$ cat src/rtl/rpn_stack_ctrl.sv
// Reverse-Polish token sequencer driving a shift-register LIFO stack.
// Define RPN_STACK_CTRL_MUL_EN to make op 3 a multiply; otherwise op 3 is illegal.
//   state | meaning
//   IDLE  | accept tokens; PUSH/DROP finish here in one cycle
//   POP2  | first operand on stk_rdata, pop second operand
//   EXEC  | second operand on stk_rdata, push the ALU result
//   CAPT  | EMIT value on stk_rdata, register it as the result
module rpn_stack_ctrl #(
  parameter int DATA_WIDTH = 8,
  parameter int STACK_SIZE = 4
) (
  input  logic                                clk,
  input  logic                                rst,
  input  logic                                tok_valid,
  output logic                                tok_ready,
  input  logic [2:0]                          tok_op,
  input  logic [DATA_WIDTH-1:0]               tok_data,
  output logic                                stk_push,
  output logic                                stk_pop,
  output logic [DATA_WIDTH-1:0]               stk_wdata,
  input  logic [DATA_WIDTH-1:0]               stk_rdata,
  output logic                                res_valid,
  output logic [DATA_WIDTH-1:0]               res_data,
  output logic [$clog2(STACK_SIZE+1)-1:0]     depth,
  output logic                                err,
  output logic [1:0]                          err_code
);

  localparam int DEPTH_W = $clog2(STACK_SIZE + 1);
  localparam logic [DEPTH_W-1:0] D_FULL = DEPTH_W'(STACK_SIZE);
  localparam logic [DEPTH_W-1:0] D_ONE  = DEPTH_W'(1);
  localparam logic [DEPTH_W-1:0] D_TWO  = DEPTH_W'(2);

  localparam logic [2:0] OP_PUSH = 3'd0;
  localparam logic [2:0] OP_ADD  = 3'd1;
  localparam logic [2:0] OP_SUB  = 3'd2;
  localparam logic [2:0] OP_MUL  = 3'd3;
  localparam logic [2:0] OP_AND  = 3'd4;
  localparam logic [2:0] OP_XOR  = 3'd5;
  localparam logic [2:0] OP_DROP = 3'd6;
  localparam logic [2:0] OP_EMIT = 3'd7;

  localparam logic [1:0] E_OVER  = 2'd1;
  localparam logic [1:0] E_UNDER = 2'd2;
  localparam logic [1:0] E_ILL   = 2'd3;

  typedef enum logic [1:0] {S_IDLE, S_POP2, S_EXEC, S_CAPT} state_t;

  state_t                  state, state_nxt;
  logic [2:0]              op_q, op_nxt;
  logic [DATA_WIDTH-1:0]   opr_a, opr_a_nxt;
  logic [DATA_WIDTH-1:0]   alu;
  logic [DEPTH_W-1:0]      depth_nxt;
  logic                    err_nxt;
  logic [1:0]              err_code_nxt;
  logic                    capt;
  logic                    accept;

  assign tok_ready = (state == S_IDLE) && !err && !rst;
  assign accept    = tok_valid && tok_ready;

  // B is the older entry, arriving on stk_rdata during EXEC; A was captured in POP2
  always_comb begin
    alu = '0;
    case (op_q)
      OP_ADD:  alu = stk_rdata + opr_a;
      OP_SUB:  alu = stk_rdata - opr_a;
      OP_AND:  alu = stk_rdata & opr_a;
      OP_XOR:  alu = stk_rdata ^ opr_a;
`ifdef RPN_STACK_CTRL_MUL_EN
      OP_MUL:  alu = stk_rdata * opr_a;
`endif
      default: alu = '0;
    endcase
  end

  always_comb begin
    state_nxt    = state;
    op_nxt       = op_q;
    opr_a_nxt    = opr_a;
    depth_nxt    = depth;
    err_nxt      = err;
    err_code_nxt = err_code;
    stk_push     = 1'b0;
    stk_pop      = 1'b0;
    stk_wdata    = '0;
    capt         = 1'b0;
    case (state)
      S_IDLE: begin
        if (accept) begin
          case (tok_op)
            OP_PUSH: begin
              if (depth < D_FULL) begin
                stk_push  = 1'b1;
                stk_wdata = tok_data;
                depth_nxt = depth + D_ONE;
              end else begin
                err_nxt      = 1'b1;
                err_code_nxt = E_OVER;
              end
            end
`ifdef RPN_STACK_CTRL_MUL_EN
            OP_ADD, OP_SUB, OP_AND, OP_XOR, OP_MUL: begin
`else
            OP_ADD, OP_SUB, OP_AND, OP_XOR: begin
`endif
              if (depth >= D_TWO) begin
                stk_pop   = 1'b1;
                op_nxt    = tok_op;
                state_nxt = S_POP2;
              end else begin
                err_nxt      = 1'b1;
                err_code_nxt = E_UNDER;
              end
            end
`ifndef RPN_STACK_CTRL_MUL_EN
            OP_MUL: begin
              err_nxt      = 1'b1;
              err_code_nxt = E_ILL;
            end
`endif
            OP_DROP, OP_EMIT: begin
              if (depth >= D_ONE) begin
                stk_pop = 1'b1;
                if (tok_op == OP_DROP) depth_nxt = depth - D_ONE;
                else                   state_nxt = S_CAPT;
              end else begin
                err_nxt      = 1'b1;
                err_code_nxt = E_UNDER;
              end
            end
            default: ;
          endcase
        end
      end
      S_POP2: begin
        stk_pop   = 1'b1;
        opr_a_nxt = stk_rdata;
        state_nxt = S_EXEC;
      end
      S_EXEC: begin
        stk_push  = 1'b1;
        stk_wdata = alu;
        depth_nxt = depth - D_ONE;
        state_nxt = S_IDLE;
      end
      S_CAPT: begin
        capt      = 1'b1;
        depth_nxt = depth - D_ONE;
        state_nxt = S_IDLE;
      end
      default: state_nxt = S_IDLE;
    endcase
    // the stack shares rst, so nothing may reach it while reset is asserted
    if (rst) begin
      stk_push = 1'b0;
      stk_pop  = 1'b0;
    end
  end

  always_ff @(posedge clk) begin
    if (rst) begin
      state     <= S_IDLE;
      op_q      <= OP_PUSH;
      opr_a     <= '0;
      depth     <= '0;
      err       <= 1'b0;
      err_code  <= 2'd0;
      res_valid <= 1'b0;
      res_data  <= '0;
    end else begin
      state     <= state_nxt;
      op_q      <= op_nxt;
      opr_a     <= opr_a_nxt;
      depth     <= depth_nxt;
      err       <= err_nxt;
      err_code  <= err_code_nxt;
      res_valid <= capt;
      if (capt) res_data <= stk_rdata;
    end
  end

endmodule
$ cat config.mk
export PLATFORM = sky130hd
export DESIGN_NAME = rpn_stack_ctrl
export DESIGN_NICKNAME = d
export VERILOG_FILES = /design/src/rtl/rpn_stack_ctrl.sv
export SDC_FILE = /design/constraint.sdc
export NUM_CORES = 1
export LEC_CHECK = 0
export ABC_AREA = 1
export BUFFER_PORTS_ARGS = -buffer_cell sky130_fd_sc_hd__buf_2
export CORE_MARGIN = 4
export CORE_UTILIZATION = 40
export DETAILED_ROUTE_END_ITERATION = 12
export GPL_ROUTABILITY_DRIVEN = 0
export HOLD_SLACK_MARGIN = 0.02
export PLACE_DENSITY_LB_ADDON = 0.05
export SLEW_MARGIN = 20
export SYNTH_ARGS = -nofsm -noshare
export SYNTH_HDL_FRONTEND = slang
export SYNTH_SLANG_ARGS = --single-unit
$ cat constraint.sdc
create_clock -name clk -period 4.7 [get_ports clk]
set_clock_uncertainty 0.15 [all_clocks]
set_input_delay 0.94 -clock clk [delete_from_list [all_inputs] [get_ports clk]]
set_output_delay 0.94 -clock clk [all_outputs]
set_load 0.01 [all_outputs]
After elaboration in Yosys (flattened, before gate mapping) --
Index checks and enable logic that the tools add are counted. W data, S select, Z words.
Word-level totals: memory bits (writable) 0, input port bits 22, bits in read-only memories 0, output and inout bits 26, memories kept 0, bits in latches 0, bits in registers 28
Operators by class: multipliers 0, shift operators 0, divide/modulo/power cells 0, bitwise logic cells 2, reduce and logical (&&, ||, !) cells 15, add/sub/neg operators 4, $lt $le $gt $ge 3, mux-type cells 37, equal/unequal tests 25
Operator list (count):
- $pmux W8 S4 | 1
- $mux W8 | 3
- $eq A3 B3 Y1 const B | 6
- $pmux W8 S2 | 1
- $ne A3 B3 Y1 const B | 5
- $mux W2 | 7
- $mux W1 | 12
- $mux W3 | 4
- $pmux W3 S2 | 2
- $reduce_and A5 Y1 | 2
- $eq A3 B2 Y1 const B | 3
- $add A8 B8 Y8 | 1
- $and A8 B8 Y8 | 1
- $ne A2 B2 Y1 const B | 4
- $pmux W2 S4 | 1
- $sub A8 B8 Y8 | 1
- $xor A8 B8 Y8 | 1
- $eq A3 B1 Y1 const B | 2
- $ne A3 B1 Y1 const B | 2
- $pmux W1 S2 | 3
- $pmux W2 S3 | 1
- $reduce_and A6 Y1 | 1
- $eq A2 B2 Y1 const B | 2
- $pmux W1 S4 | 1
- other kinds (15) | 19

Logic depth before layout (Yosys ltp) --
word-level depth 7, depth in mapped cells 19

Worst setup path after synthesis --
OpenSTA, ideal clock, no wires.
kind input-to-output, start input stk_rdata[0], end output stk_wdata[6], setup slack 1.467 ns, stages on the path 11, path buffers 0, arrival time 2.143 ns, cells stage by stage inv_1 -> ha_1 -> inv_1 -> fa_1 -> nand4_1 -> nand3_1 -> nand2_1 -> nand2_1 -> o21bai_1 -> nand2_1 -> nand2_1
On the way: word-level cells in the longest chain between the ends 3, elaborated cells on any way between the ends 4
Ends and longest elaborated chain:
- start: declaration | line 21 | input logic [DATA_WIDTH-1:0] stk_rdata,
- $sub A8 B8 Y8 or $add A8 B8 Y8 (tied branches) | line 67, 66
- $pmux W8 S4 (*) | line 65 | case (op_q)
- $pmux W8 S2 (*) | line 88 | case (state)
- end: declaration | line 20 | output logic [DATA_WIDTH-1:0] stk_wdata,
Mark *: on every way between the ends. The rest lies on a longest branch, timed or not.

Final worst setup path --
start register op_q[2], end output stk_wdata[7]
On the way: word-level cells in the longest chain between the ends 3, elaborated cells on any way between the ends 6
Ends and longest elaborated chain:
- start: declaration | line 50 | logic [2:0] op_q, op_nxt;
- start signal: assignment | line 173 | op_q <= op_nxt;
- $eq A3 B3 Y1, or another cell as far along | line 65
- $pmux W8 S4 (*) | line 65
- $pmux W8 S2 (*) | line 88
Marks and branches as above.

==> flow_metrics.tcl <==
set metrics [dict create \
    status "finished, final reports clean" \
    remaining_drc_errors 0 \
    path_delay_family "simple AND/OR/NAND/NOR gates" \
    syn-num-nets 383 \
    cp_max_fo 13 \
    die_area_um2 6729 \
    crit_end "stk_wdata[7]" \
    rr_worst_depth 8 \
    ys_ff_latch 28 \
    synth_top_cell_area_share 0.2557 \
    cts_buffer_depth 2 \
    port_buffers 47 \
    power_mw 0.6162 \
    period_minus_slack_ns 3.957 \
    crit_buf_inv 3 \
    powerDensity_nw_per_um2 239.1 \
    timing.final.crit_share 0.8419 \
    worst_pin_slew_ns 0.6746 \
    cts_hold_buf 0 \
    endpoint_kind "output pin" \
    wl_per_cell_um 12.15 \
    grt_usage 0.1794 \
    fp.dieW_um 82.03 \
    grt_pass1_vias 2198 \
    async_reset_ff_frac 0 \
    worstSkewPairLatency_ns 0.27 \
    synth_edf_count 0 \
    setup.worst_path.class "reg -> out" \
    cts_setup_buffers 0 \
    rsz0062_at_grt "no" \
    drv_slew 0 \
    cts_tree "done" \
    antenna_found_initial 0 \
    pin_count 48 \
    drt-total-wl_um 5576 \
    numCtsBuffers 3 \
    setup_viol 0 \
    dp.cells 455 \
    cp.required_ns 3.61 \
    drt_iter0_markers 76 \
    cp_cell_sequence "inv_1 > nand3_2 > inv_1 > or2_2 > xor2_1 > ha_1 > nand2_1 > nand2_1 > nand2_1 > nand2_1 > a21oi_1 > nand3_1 > nand3_1 > nand2_1 > nand2_1 > nand2_1 > buf_2" \
    antenna_cells 0 \
    tns_ns 0 \
    crit_cells 17 \
    critPathArrivalTime_ns 2.87 \
    rows 26 \
    syn_area_per_cell_um2 6.428 \
    hp-class "reg -> reg" \
    timing.rr.end "depth[0]$_SDFFE_PP0P_" \
    first_pass_iters 4 \
    grt_overflow_total 0 \
    yosysMostFrequentCell "nand2_1" \
    start_util 0.4212 \
    antenna_left 0 \
    grt_first_pass_wirelength_um 9556 \
    hold-worst-slack_ns 0.3149 \
    cts_root_buf "clkbuf_8" \
    synth_cells 341 \
    ys_types 29 \
    avgViaCountPerCell 4.937 \
    rr_startpoint "state[0]$_SDFFE_PP0P_" \
    cp-startpoint "op_q[2]$_SDFFE_PP0P_" \
    hold_violations 0 \
    htree_levels 1 \
    synth.top_cells.by_count "nand2_1, nor2_1, inv_1" \
    syn2layout_area_growth_pct 17.58 \
    vias 2266 \
    synth_area_leaders "dfxtp_1, nand2_1, ha_1" \
    yosysWarnings 0 \
    r2r_slack_ns 3.05 \
    crit_path_frequent_cell "nand2_1" \
    max_cap_violations 0 \
    vdd_drop_max_mv 0.1457 \
    syn_area_um2 2192 \
    fp.coreArea_um2 5205 \
    max_freq_mhz 252.7 \
    cts_repair_resize_count 0 \
    dp_slack_ns 1.092 \
    final_layout_size_suffix_gt1_frac 0.1928 \
    place_hpwl_um 4457 \
    critPathLaunchType "register" \
    die_h_um 82.03 \
    synth_seq_area_share 0.2557 \
    final_cells 459 \
    cpMaxStageDelayCell "dfxtp_1" \
    numClockSinks 28 \
    synth_area_leader_cell "dfxtp_1" \
    power.leakage_nw 1.308 \
    layout.nets 432 \
    synthFlopType "dfxtp_1" \
    clk_transition_reported_paths_ns 0.09 \
    critPathMaxStageDelay_ns 0.60 \
    max_slew_margin 0.5486 \
    worst_slack_ns 0.7430 \
    grt_start_max_net_pins 23 \
]
-- power by group --
part | internal (mW) | switching [mW]
combinational | 0.0671 | 0.109
sequential | 0.243 | 0.00678
clock | 0.114 | 0.0763
-- worst min-delay path: cells and delay by family, from the launching register on --
family             cells  cell delay (ns)
DFF                    1             0.32
AOI/OAI and AO/OA      1             0.05
and+or+nand+nor        1             0.06
-- stage by stage --
stage,area (um^2),utilization
final,2577,0.4952
after global routing,2577,0.4952
after CTS,2577,0.4952
after detailed placement,2506,0.4815
after global placement,2506,0.4815
after floorplan,2192,-
-- how the worst min path moves through the flow --
stage | start | to | slack, ns | depth (start not counted)
final | err_code[1]$_SDFFE_PP0P_ | err_code[1]$_SDFFE_PP0P_ | 0.31 | 2
after global routing | err_code[0]$_SDFFE_PP0P_ | err_code[0]$_SDFFE_PP0P_ | 0.34 | 2
after CTS | err_code[0]$_SDFFE_PP0P_ | err_code[0]$_SDFFE_PP0P_ | 0.32 | 2
after detailed placement | err_code[0]$_SDFFE_PP0P_ | err_code[0]$_SDFFE_PP0P_ | 0.30 | 2
after global placement | err_code[0]$_SDFFE_PP0P_ | err_code[0]$_SDFFE_PP0P_ | 0.30 | 2
after floorplan | opr_a[1]$_SDFFE_PP0P_ | opr_a[1]$_SDFFE_PP0P_ | 0.33 | 2
-- kinds of logic after synthesis --
logic type,share of synthesized area
xor gates and xnor gates,0.03596
AOI/OAI and AO/OA,0.1524
buffers and inverters,0.08961
DFF,0.2557
adders and majority gates,0.1176
and+or+nand+nor,0.3487
-- placed cells by master (no fill, tap or decap), drive strengths merged --
| master | netlist | routed |
|---|---|---|
| a22o | 1 | 1 |
| xnor2 | 5 | 5 |
| a21oi | 21 | 21 |
| buf | 2 | 48 |
| nand3 | 35 | 35 |
| xor2 | 4 | 4 |
| o21ai | 37 | 37 |
| clkbuf | 2 | 3 |
| nand2 | 73 | 73 |
| ha | 19 | 19 |
| dfxtp | 28 | 28 |
| nor3 | 3 | 3 |
| or2 | 3 | 3 |
| a31oi | 2 | 2 |
| nor2 | 49 | 49 |
| clkinv | 1 | 1 |
| nand4 | 6 | 6 |
| bufinv | 0 | 1 |
| inv | 47 | 47 |
| o31ai | 1 | 1 |
| fa | 1 | 1 |
| o21bai | 1 | 1 |
-- cell type report --
type / count / area (um^2)
Tap cell: 70 / 87.58
Timing Repair Buffer: 48 / 242.7
Multi-Input combinational cell: 261 / 1435
Inverter: 48 / 180.2
Sequential cell: 28 / 560.5
Clock inverter: 1 / 30.03
Fill cell: 558 / 2628
Clock buffer: 3 / 41.29
-- state kept, by name (all words and copies together), names as in the netlist --
name       cells
opr_a          8
res_data       8
depth          3
op_q           3
err_code       2
state          2
err            1
res_valid      1
-- layer usage --
layer | global-route usage | routed length, um
met5 | 0 | 0
met4 | 0.04817 | 61
met3 | 0.02961 | 178
met2 | 0.3384 | 2748
met1 | 0.2058 | 2586
(Power assumes the default switching activity.)
